<file path="src/rtl/gng_sample_fifo.sv">
// gng_sample_fifo
//   Buffers Gaussian noise pairs from the GNG top and hands them to a
//   consumer one sample at a time. Each accepted pair (x0, x1) arrives in
//   sign-magnitude form. It is converted to two's complement and stored as
//   two consecutive entries. The output is first-word-fall-through.
//
// Ports
//   clk          : single clock, rising edge
//   reset        : asynchronous active-low reset
//   flush        : synchronous clear of FIFO contents (pair_count is kept)
//   pair_valid   : a noise pair is presented on x0_sm / x1_sm
//   x0_sm, x1_sm : samples in sign-magnitude form (bit 15 sign, 14:0 magnitude)
//   pair_ready   : a pair can be accepted this cycle (room for two entries)
//   sample_valid : sample_data holds the oldest stored sample
//   sample_data  : oldest sample, two's complement
//   sample_ready : consumer takes sample_data this cycle
//   level        : number of stored samples, 0..DEPTH
//   pair_count   : number of accepted pairs, wraps modulo 2^16
module gng_sample_fifo #(
  parameter int DEPTH = 16,
  parameter int AW    = 4
) (
  input  logic          clk,
  input  logic          reset,
  input  logic          flush,
  input  logic          pair_valid,
  input  logic [15:0]   x0_sm,
  input  logic [15:0]   x1_sm,
  output logic          pair_ready,
  output logic          sample_valid,
  output logic [15:0]   sample_data,
  input  logic          sample_ready,
  output logic [AW:0]   level,
  output logic [15:0]   pair_count
);

  localparam int DATA_W = 16;
  // A pair needs two free entries, so accept only while level <= DEPTH-2.
  localparam logic [AW:0] LVL_RDY_MAX = (AW+1)'(DEPTH - 2);

  // Sign-magnitude to two's complement. Negative zero folds onto zero, and
  // because the magnitude is 15 bits the result never reaches -32768.
  function automatic logic signed [DATA_W-1:0] sm_to_tc(input logic [DATA_W-1:0] sm);
    logic signed [DATA_W-1:0] mag;
    mag = signed'({1'b0, sm[DATA_W-2:0]});
    if (sm[DATA_W-2:0] == '0)
      return '0;
    else if (sm[DATA_W-1])
      return -mag;
    else
      return mag;
  endfunction

  logic signed [DATA_W-1:0] mem [DEPTH];
  logic [AW-1:0]            wr_ptr;
  logic [AW-1:0]            rd_ptr;
  logic [AW:0]              level_nxt;
  logic                     wr_en;
  logic                     rd_en;

  // pair_ready depends only on registered level plus the reset pin, so a
  // read in the same cycle cannot open the door early.
  assign pair_ready   = reset & (level <= LVL_RDY_MAX);
  assign sample_valid = (level != '0);
  assign sample_data  = mem[rd_ptr];

  // flush discards any same-cycle write or read.
  assign wr_en = pair_valid & pair_ready & ~flush;
  assign rd_en = sample_valid & sample_ready & ~flush;

  always_comb begin
    level_nxt = level;
    unique case ({wr_en, rd_en})
      2'b10:   level_nxt = level + (AW+1)'(2);
      2'b01:   level_nxt = level - (AW+1)'(1);
      2'b11:   level_nxt = level + (AW+1)'(1);
      default: level_nxt = level;
    endcase
  end

  // Storage: data path only, no reset.
  always_ff @(posedge clk) begin
    if (wr_en) begin
      mem[wr_ptr]           <= sm_to_tc(x0_sm);
      mem[wr_ptr + AW'(1)]  <= sm_to_tc(x1_sm);
    end
  end

  // Control state.
  always_ff @(posedge clk or negedge reset) begin
    if (!reset) begin
      wr_ptr     <= '0;
      rd_ptr     <= '0;
      level      <= '0;
      pair_count <= '0;
    end else if (flush) begin
      wr_ptr <= '0;
      rd_ptr <= '0;
      level  <= '0;
    end else begin
      if (wr_en) begin
        wr_ptr     <= wr_ptr + AW'(2);
        pair_count <= pair_count + 16'd1;
      end
      if (rd_en)
        rd_ptr <= rd_ptr + AW'(1);
      level <= level_nxt;
    end
  end

endmodule

</file>
<file path="config.mk">
export PLATFORM = sky130hd
export DESIGN_NAME = gng_sample_fifo
export DESIGN_NICKNAME = d
export VERILOG_FILES = /design/src/rtl/gng_sample_fifo.sv
export SDC_FILE = /design/constraint.sdc
export NUM_CORES = 1
export LEC_CHECK = 0
export CORE_UTILIZATION = 45
export CTS_CLUSTER_DIAMETER = 40
export DETAILED_ROUTE_END_ITERATION = 16
export PLACE_DENSITY_LB_ADDON = 0.25
export SYNTH_ARGS = -nofsm -noshare
export SYNTH_HDL_FRONTEND = slang
export SYNTH_SLANG_ARGS = --single-unit
</file>
<file path="constraint.sdc">
create_clock -name clk -period 3.8 [get_ports clk]
set_input_delay 0.76 -clock clk [delete_from_list [all_inputs] [get_ports clk]]
set_output_delay 0.76 -clock clk [all_outputs]
set_load 0.02 [all_outputs]
</file>
==> results of run 1 <==
==> kinds of logic after synthesis <==
| family | Yosys count | share of synthesized area (%) |
|---|---|---|
| muxes | 120 | 11.2 |
| AOI/OAI and AO/OA | 228 | 10.5 |
| xor gates and xnor gates | 96 | 5.97 |
| adders and majority gates | 11 | 1.01 |
| buffers and inverters | 133 | 3.85 |
| DFF | 284 | 58.5 |
| and+or+nand+nor | 278 | 8.98 |
==> critical path, delay by kind of cell, from the launching register on <==
family	cells	cell delay, ns
flops	1	0.64
simple gates	1	0.09
compound gates	2	0.66
buf+inv	2	0.85
mux	1	0.11
==> stage by stage <==
stage	power [W]	hold slack [ns]	cell area, µm²
global placement	0.00605	0.458	16000
finish	0.0100	0.488	17500
global route	0.0104	0.495	17500
CTS	0.0101	0.490	17500
floorplan	0.00525	0.464	14300
detailed placement	0.00608	0.488	16000
==> final timing paths <==
check	startpoint	end	slack, ns	cells past startpoint
setup reg to reg	level[1]	mem[11][9]	0.95	7
min in group asynchronous	reset	wr_ptr[3]	0.50	1
hold reg to reg	pair_count[15]	pair_count[15]	0.49	1
setup / recovery	rd_ptr[0]	sample_data[11]	0.15	6
max in group asynchronous	reset	level[4]	2.76	2
hold / removal	pair_count[15]	pair_count[15]	0.49	1
==> synthesized netlist by cell type (all sizes together) (10+ instances only) <==
master	count	share of area [%]
a21oi	63	2.2
a221oi	32	2.0
a22oi	16	0.84
buf	24	0.97
clkbuf	52	1.4
dfrtp	28	4.9
edfxtp	256	54
ha	10	0.87
inv	55	1.4
mux2i	87	6.1
mux4	32	5.0
nand2	88	2.3
nand3	23	0.80
nor2	104	2.7
o21ai	73	2.6
or3	11	0.49
xnor2	77	4.8
xor2	19	1.2
==> metal layers <==
metal,share of wire (%),global-route usage (%)
met2,47,38.4
met5,0,0
met1,42,33.8
met3,8.3,3.70
met4,2.5,7.76
==> flip-flops by register name (all words and copies together), names as in the netlist <==
name / count
mem: 256
pair_count: 16
level: 5
rd_ptr: 4
wr_ptr: 3
==> cells in the final DEF, fill, tap and decap left out, types with 8 or more instances in the layout <==
master             n
a21oi_1           63
a221oi_1          32
a22oi_1           16
buf_12             8
buf_4             74
clkbuf_16         43
clkdlybuf4s50_1   75
dfrtp_1           26
edfxtp_1         256
ha_1              10
inv_1             54
mux2i_1           87
mux4_2            32
nand2_1           87
nand3_1           23
nor2_1           103
o21ai_0           72
o22ai_1            8
or3_1             10
xnor2_1           75
xor2_1            19
==> power by group through the flow <==
stage / combinational [W] / clock [W] / sequential, W
6_report: 0.00233 / 0.00398 / 0.00371
5_1_grt: 0.00251 / 0.00416 / 0.00372
4_1_cts: 0.00234 / 0.00402 / 0.00371
3_5_place_dp: 0.00229 / 0 / 0.00379
3_3_place_gp: 0.00226 / 0 / 0.00379
2_1_floorplan: 0.00151 / 0 / 0.00374
==> final cells by class <==
type | count | share of cell area (%)
multi-input cells | 733 | 31.1
flip-flops and latches | 284 | 48.1
well taps | 396 | 2.84
clock inverters | 26 | 1.96
inverters | 57 | 1.23
clock buffers | 48 | 6.27
repair buffers | 158 | 8.47
==> results.py, run 1 <==
metrics = {
    "status": {
        "run_status": "finished clean",
    },
    "setup_path": {
        "critical_path_class": "flip-flop to output pin",
        "endpoint_kind": "output pin",
        "critPathSlowestCell": "dfrtp_4",
        "worstSetupStartpointType": "flip-flop",
        "required_ns": 3.04,
        "crit_chain": "buf_12 > mux2i_1 > a221oi_1 > o21ai_0 > nand2_1 > clkdlybuf4s50_1",
        "cp_max_fo": 20,
        "slowest_delay_ns": 0.64,
        "cp_data_arrival_time_ns": 2.89,
    },
    "global_routing": {
        "grt_pass1_wl_mm": 59.0,
        "grt_pass1_vias": 9582,
        "track_usage_pct": 24.1,
        "grt_antenna_before_repair": 0,
        "overflow": 0,
        "grt_max_degree": 39,
    },
    "routing": {
        "firstDrtPassIters": 5,
        "totalWireLength_mm": 38.8,
        "vias_per_cell": 5.80,
        "wl_per_cell_um": 22.8,
        "drc": 0,
        "initialDrtViolationCount": 1081,
        "ant_nets": 0,
        "num_vias": 9869,
    },
    "logic_synthesis": {
        "syn_avg_cell_area_um2": 12.5,
        "yosys_most_used_dff": "edfxtp_1",
        "synth_enable_flop_cells": 256,
        "synthArstFlopShare_pct": 9.86,
        "netlist_instances": 1150,
        "yosys_warnings": 0,
        "ys_types": 62,
        "syn_area_um2": 14300,
        "synth_fp_nets": 1198,
        "ys_seq_area_share_pct": 58.5,
        "ys_ff_latch": 284,
    },
    "finish": {
        "fin_cells": 1702,
        "multiInputGateArea_um2": 5440,
        "syn_to_final_growth_pct": 21.8,
        "antenna_cells": 0,
        "fin_util_pct": 56.3,
        "fillers": 2541,
        "drive_gt1_share_pct": 16.7,
        "final_nets": 1324,
        "regArea_um2": 8390,
    },
    "power": {
        "switching_share_pct": 27.9,
        "p_per_area_nw_per_um2": 574,
        "ir_drop_mv": 0.313,
        "leakagePower_nw": 6.30,
        "internal_power_w": 0.00722,
        "p_sw_w": 0.00279,
        "clockPowerShare_pct": 39.7,
        "p_comb_share_pct": 23.3,
        "p_seq_share_pct": 37.0,
    },
    "placement": {
        "hpwl_mm": 23.9,
        "gp_congestion": 0.805,
        "place_ws_ns": 0.208,
        "io_buffer_count": 75,
        "dp_cells": 1627,
    },
    "floorplan": {
        "core_region_area_um2": 31000,
        "start_util_pct": 46.2,
        "dieArea_um2": 32600,
        "fp-row-count": 64,
        "num_io_pins": 76,
        "die_h_um": 180,
        "fp.dieW_um": 180,
    },
    "timing": {
        "finalHoldViolCount": 0,
        "fmax_mhz": 274,
        "finalSetupTns_ns": 0,
        "grt_setup_unrepaired": "false",
        "clock_skew_ns": 0.0250,
        "worstMarginPinSlew_ns": 0.956,
        "slew_headroom_pct": 35.8,
        "slew_violations": 0,
        "setup_violations": 0,
        "period_share_pct": 95.9,
        "min_period_ns": 3.65,
        "setup_slack_ns": 0.154,
    },
    "clocking": {
        "cts_resized": 0,
        "cts-htree-levels": 2,
        "root_buffer": "clkbuf_16",
        "cts_buffers": 42,
        "clkTransAtPathRegs_ns": 0.05,
        "clk_latency_ns": 0.54,
        "cts_hold_buf": 0,
        "cts_tree": "built",
        "cts_setup_buffers": 1,
        "cts_sinks": 284,
        "cts_buffer_depth": 3,
    },
    "flow_run": {
        "drv_cap": 0,
    },
    "worst_hold_path": {
        "worstHoldPathType": "flip-flop to flip-flop",
    },
}
No activity file was read; power rests on OpenSTA's default activity.
==> inputs of run 2 (changes only) <==
--- a/config.mk
+++ b/config.mk
@@ -5,10 +5,12 @@
 export SDC_FILE = /design/constraint.sdc
 export NUM_CORES = 1
 export LEC_CHECK = 0
+export CORE_MARGIN = 5
 export CORE_UTILIZATION = 45
 export CTS_CLUSTER_DIAMETER = 40
 export DETAILED_ROUTE_END_ITERATION = 16
 export PLACE_DENSITY_LB_ADDON = 0.25
+export SLEW_MARGIN = 20
 export SYNTH_ARGS = -nofsm -noshare
 export SYNTH_HDL_FRONTEND = slang
 export SYNTH_SLANG_ARGS = --single-unit
==> run 2 against run 1 <==
Compared with the run above: count of clock-buffer cells in the layout decreased by 1; global-route usage decreased by 2.1 points; utilization about the same; first-iteration DRC count shrank 1.4%.
==> results.py, run 2 (synthesis results as in run 1) <==
metrics = {
    "power": {
        "ir_drop_mv": 0.305,
        "design_power_total_w": 0.0103,
        "leakagePower_nw": 6.43,
        "p_per_area_nw_per_um2": 581,
    },
    "global_routing": {
        "grt_antenna_before_repair": 1,
        "overflow": 0,
        "grt_max_degree": 39,
        "track_usage_pct": 22.0,
        "grt_pass1_wl_mm": 60.0,
        "grt_pass1_vias": 10000,
    },
    "floorplan": {
        "fp.dieW_um": 188,
        "core_region_area_um2": 31500,
        "num_io_pins": 76,
        "start_util_pct": 45.5,
        "fp-row-count": 65,
        "die_h_um": 188,
        "dieArea_um2": 35500,
    },
    "finish": {
        "antenna_cells": 0,
        "largest_reg_flops": 256,
        "regMostFlops": "mem",
        "final_common_cell": "edfxtp_1",
        "fillers": 2539,
        "multiInputGateArea_um2": 5460,
        "largest_registers": "mem: 256 flops, pair_count: 16 flops, level: 5 flops",
        "drive_gt1_share_pct": 18.1,
        "regArea_um2": 8390,
        "final_cell_mix": "256 x edfxtp_1, 102 x nor2_1, 87 x mux2i_1, 87 x nand2_1, 83 x buf_4",
        "syn_to_final_growth_pct": 23.8,
        "final_nets": 1336,
        "fin_util_pct": 56.3,
    },
    "setup_path": {
        "timing.rr.start": "level[1]",
        "reg2reg_depth": 8,
        "regToRegEndpoint": "mem[9][7]",
        "cp_data_arrival_time_ns": 2.95,
        "cp_max_fo": 33,
        "required_ns": 3.04,
        "endpoint_kind": "output pin",
        "worstSetupStartpointType": "flip-flop",
        "critical_path_class": "flip-flop to output pin",
        "reg2reg_slack_ns": 0.88,
    },
    "routing": {
        "drc": 0,
        "firstDrtPassIters": 6,
        "wl_per_cell_um": 22.9,
        "num_vias": 9984,
        "initialDrtViolationCount": 1066,
        "vias_per_cell": 5.79,
        "totalWireLength_mm": 39.5,
        "ant_nets": 0,
    },
    "flow_run": {
        "drv_cap": 0,
    },
    "timing": {
        "worstMarginPinSlew_ns": 1.01,
        "finalSetupTns_ns": 0,
        "finalHoldViolCount": 0,
        "clock_skew_ns": 0.0143,
        "grt_setup_unrepaired": "true",
        "slew_headroom_pct": 32.1,
        "slew_violations": 0,
        "setup_violations": 0,
        "min_period_ns": 3.71,
        "setup_slack_ns": 0.0934,
        "period_share_pct": 97.5,
        "fmax_mhz": 270,
    },
    "worst_hold_path": {
        "min-delay-start": "pair_count[15]",
        "worstHoldPathType": "flip-flop to flip-flop",
        "whs_endpoint": "pair_count[15]",
        "hold_depth": 1,
    },
    "clocking": {
        "cts_sinks": 284,
        "cts_buffers": 42,
        "cts-htree-levels": 2,
        "cts_buffer_depth": 3,
        "clk_latency_ns": 0.53,
        "clkTransAtPathRegs_ns": 0.05,
        "cts_tree": "built",
        "root_buffer": "clkbuf_16",
    },
    "placement": {
        "hpwl_mm": 25.5,
        "gp_congestion": 0.857,
        "place_ws_ns": 0.102,
        "io_buffer_count": 75,
    },
    "status": {
        "run_status": "finished clean",
    },
}
==> run 2: changes by cell type in the layout (fill, tap and decap cells not counted), sizes merged <==
cell      before  now
clkinv        10   15
clkbuf        48   47
inv           62   59
bufinv         7    9
buf           83   95
clkinvlp       4    5
==> run 2: worst max path at each step <==
stage	startpoint	end	cells past startpoint
5_1_grt	rd_ptr[0]	sample_data[3]	6
3_5_place_dp	x1_sm[0]	mem[3][1]	7
6_report	rd_ptr[2]	sample_data[4]	7
4_1_cts	rd_ptr[0]	sample_data[3]	6
2_1_floorplan	level[1]	mem[3][11]	7
3_3_place_gp	x1_sm[0]	mem[3][0]	7
==> run 2: timing repair <==
action / 4_1_cts / 5_1_grt
gates resized for setup: 1 / 3
endpoints found under the setup margin: 11 / 9
hold buffers: 0 / 0
buffers inserted: 0 / 7
==> run 2: critical path: stages (launching register included) <==
cell and delay, ns:
dfrtp_1 0.38, buf_4 0.26, and2_1 0.21, buf_12 0.19
a221oi_1 0.44, o21ai_0 0.17, nand2_1 0.14, clkdlybuf4s50_1 0.62
==> run 2: final cells by class <==
cell class	instances	area share, %
Tap cell	402	2.84
Inverter	57	1.21
Sequential cell	284	47.3
Clock inverter	31	2.42
Timing Repair Buffer	170	9.05
Multi-Input combinational cell	733	30.8
Clock buffer	47	6.39
==> run 2: stage by stage <==
step                instances  hold WS (ns)  instance area [µm²]
finish                   1724         0.467                17700
CTS                      1717         0.468                17700
floorplan                1150         0.464                14300
global placement         1639         0.459                16100
detailed placement       1639         0.459                16100
global route             1724         0.482                17700
==> run 2: per-layer routing <==
layer  GRT usage [%]  part of all wire [%]  up-vias
li1                -                     -     4549
met1            30.1                    41     4930
met2            36.6                    49      432
met3            3.35                   7.9       73
met4            6.78                   2.9        0
met5               0                     0        -
==> run 2: power by group <==
group | total (W) | internal (W) | switching, W | leakage, nW
registers | 0.00370 | 0.00355 | 0.000145 | 2.68
logic | 0.00236 | 0.00114 | 0.00122 | 3.00
clock network | 0.00424 | 0.00279 | 0.00146 | 0.756
==> inputs of run 3 (changes only) <==
--- a/config.mk
+++ b/config.mk
@@ -9,8 +9,9 @@
 export CORE_UTILIZATION = 45
 export CTS_CLUSTER_DIAMETER = 40
 export DETAILED_ROUTE_END_ITERATION = 16
-export PLACE_DENSITY_LB_ADDON = 0.25
+export PLACE_DENSITY = 0.65
 export SLEW_MARGIN = 20
 export SYNTH_ARGS = -nofsm -noshare
 export SYNTH_HDL_FRONTEND = slang
 export SYNTH_SLANG_ARGS = --single-unit
+export TNS_END_PERCENT = 1
==> run 3 against run 2 <==
Compared with the run above: setup slack worse by 0.0085 ns; final cell count is 0.41% lower; power shrank 4.4%; sequential power about the same; die area is the same; maximum frequency is 0.23% lower; via count decreased by 0.75%; clock power down 8.7%; hold slack lost 0.00078 ns; count of clock-buffer cells in the layout is 2 higher.
==> results.py, run 3 (synthesis results as in run 1) <==
metrics = {
    "global_routing": {
        "grt_pass1_wl_mm": 59.6,
        "overflow": 0,
        "track_usage_pct": 21.8,
        "grt_pass1_vias": 9935,
        "grt_max_degree": 60,
        "grt_antenna_before_repair": 0,
    },
    "worst_hold_path": {
        "worstHoldPathType": "flip-flop to flip-flop",
    },
    "setup_path": {
        "reg2reg_depth": 7,
        "worstSetupStartpointType": "flip-flop",
        "crit_start": "rd_ptr[1]",
        "cp_max_fo": 19,
        "regToRegEndpoint": "mem[11][11]",
        "critical_path_class": "flip-flop to output pin",
        "endpoint_kind": "output pin",
        "timing.rr.start": "level[1]",
        "cp_data_arrival_time_ns": 2.96,
        "reg2reg_slack_ns": 0.90,
        "endpoint": "sample_data[2]",
        "required_ns": 3.04,
    },
    "timing": {
        "worstMarginPinSlew_ns": 0.837,
        "grt_setup_unrepaired": "true",
        "finalHoldViolCount": 0,
        "clock_skew_ns": 0.0164,
        "slew_violations": 0,
        "period_share_pct": 97.8,
        "setup_violations": 0,
        "fmax_mhz": 269,
        "slew_headroom_pct": 42.7,
        "min_period_ns": 3.72,
        "finalSetupTns_ns": 0,
    },
    "placement": {
        "dp_cells": 1641,
        "hpwl_mm": 25.1,
        "placed_area_um2": 16000,
        "io_buffer_count": 75,
        "gp_congestion": 0.887,
    },
    "power": {
        "ir_drop_mv": 0.372,
        "leakagePower_nw": 6.31,
        "p_per_area_nw_per_um2": 565,
    },
    "clocking": {
        "cts_setup_buffers": 0,
        "cts_tree": "built",
        "clkTransAtPathRegs_ns": 0.05,
        "clk_latency_ns": 0.52,
        "cts_buffers": 41,
        "root_buffer": "clkbuf_16",
        "cts_hold_buf": 0,
        "cts_resized": 2,
        "cts-htree-levels": 2,
        "cts_sinks": 284,
        "cts_buffer_depth": 3,
    },
    "finish": {
        "regMostFlops": "mem",
        "multiInputGateArea_um2": 5460,
        "final_cell_mix": "256 x edfxtp_1, 102 x nor2_1, 87 x mux2i_1, 87 x nand2_1, 85 x buf_4",
        "fillers": 2635,
        "regArea_um2": 8390,
        "final_nets": 1330,
        "syn_to_final_growth_pct": 21.8,
        "largest_reg_flops": 256,
        "final_common_cell": "edfxtp_1",
        "drive_gt1_share_pct": 17.4,
        "fin_cells": 1717,
        "finalInstanceArea_um2": 17500,
        "fin_util_pct": 55.5,
        "largest_registers": "mem: 256 flops, pair_count: 16 flops, level: 5 flops",
    },
    "routing": {
        "totalWireLength_mm": 39.1,
        "firstDrtPassIters": 5,
        "ant_nets": 0,
        "vias_per_cell": 5.77,
        "num_vias": 9909,
        "drc": 0,
        "initialDrtViolationCount": 1054,
        "wl_per_cell_um": 22.8,
    },
    "status": {
        "run_status": "finished clean",
    },
    "floorplan": {
        "fp-row-count": 65,
        "core_region_area_um2": 31500,
        "num_io_pins": 76,
        "dieArea_um2": 35500,
        "die_h_um": 188,
        "fp.dieW_um": 188,
        "start_util_pct": 45.5,
    },
    "flow_run": {
        "drv_cap": 0,
    },
}
## run 3: cell types whose count changed in the layout (fill, tap and decap cells not counted), sizes merged
| cell | before | now |
|---|---|---|
| clkinv | 15 | 9 |
| clkbuf | 47 | 49 |
| diode | 0 | 1 |
| buf | 95 | 90 |
| bufinv | 9 | 5 |
| inv | 59 | 64 |
## run 3: power by group
part           total [W]  internal, W  leakage [nW]  switching (W)
sequential       0.00367      0.00355          2.68       0.000119
combinational    0.00231      0.00107          2.96        0.00125
clock            0.00387      0.00244         0.671        0.00143
total            0.00986      0.00706          6.31        0.00280
## run 3: how the worst min path moves through the flow
stage / cells after the start / end / startpoint
after floorplan: 0 / level[0] / reset
after global placement: 1 / pair_count[15] / pair_count[15]
after detailed placement: 1 / pair_count[15] / pair_count[15]
after CTS: 1 / pair_count[15] / pair_count[15]
after global routing: 1 / pair_count[15] / pair_count[15]
final: 1 / pair_count[15] / pair_count[15]
## run 3: layout make-up
| type | instances | area share (%) |
|---|---|---|
| flip-flops and latches | 284 | 48.1 |
| multi-input cells | 733 | 31.3 |
| repair buffers | 165 | 8.48 |
| clock buffers | 49 | 6.29 |
| well taps | 402 | 2.88 |
| clock inverters | 26 | 1.74 |
| inverters | 57 | 1.23 |
| diodes | 1 | 0.0143 |
## run 3: stage by stage
step / hold slack, ns / total power (W) / worst slack (ns)
floorplan: 0.464 / 0.00525 / 0.318
global placement: 0.460 / 0.00602 / 0.246
detailed placement: 0.456 / 0.00606 / 0.170
CTS: 0.475 / 0.00992 / -0.00594
global route: 0.511 / 0.0103 / -0.0699
finish: 0.466 / 0.00986 / 0.0849
## run 3: metal layers
| metal | track usage, % | share of wire, % |
|---|---|---|
| met3 | 3.95 | 8.0 |
| met2 | 36.0 | 49 |
| met4 | 6.00 | 2.3 |
| met5 | 0 | 0 |
| met1 | 29.9 | 40 |
## run 3: critical path, stage by stage (launching register included)
cell,delay [ns]
dfrtp_2,0.42
buf_4,0.26
and2_1,0.22
buf_4,0.22
a221oi_1,0.42
o21ai_0,0.15
nand2_1,0.12
clkdlybuf4s50_1,0.61
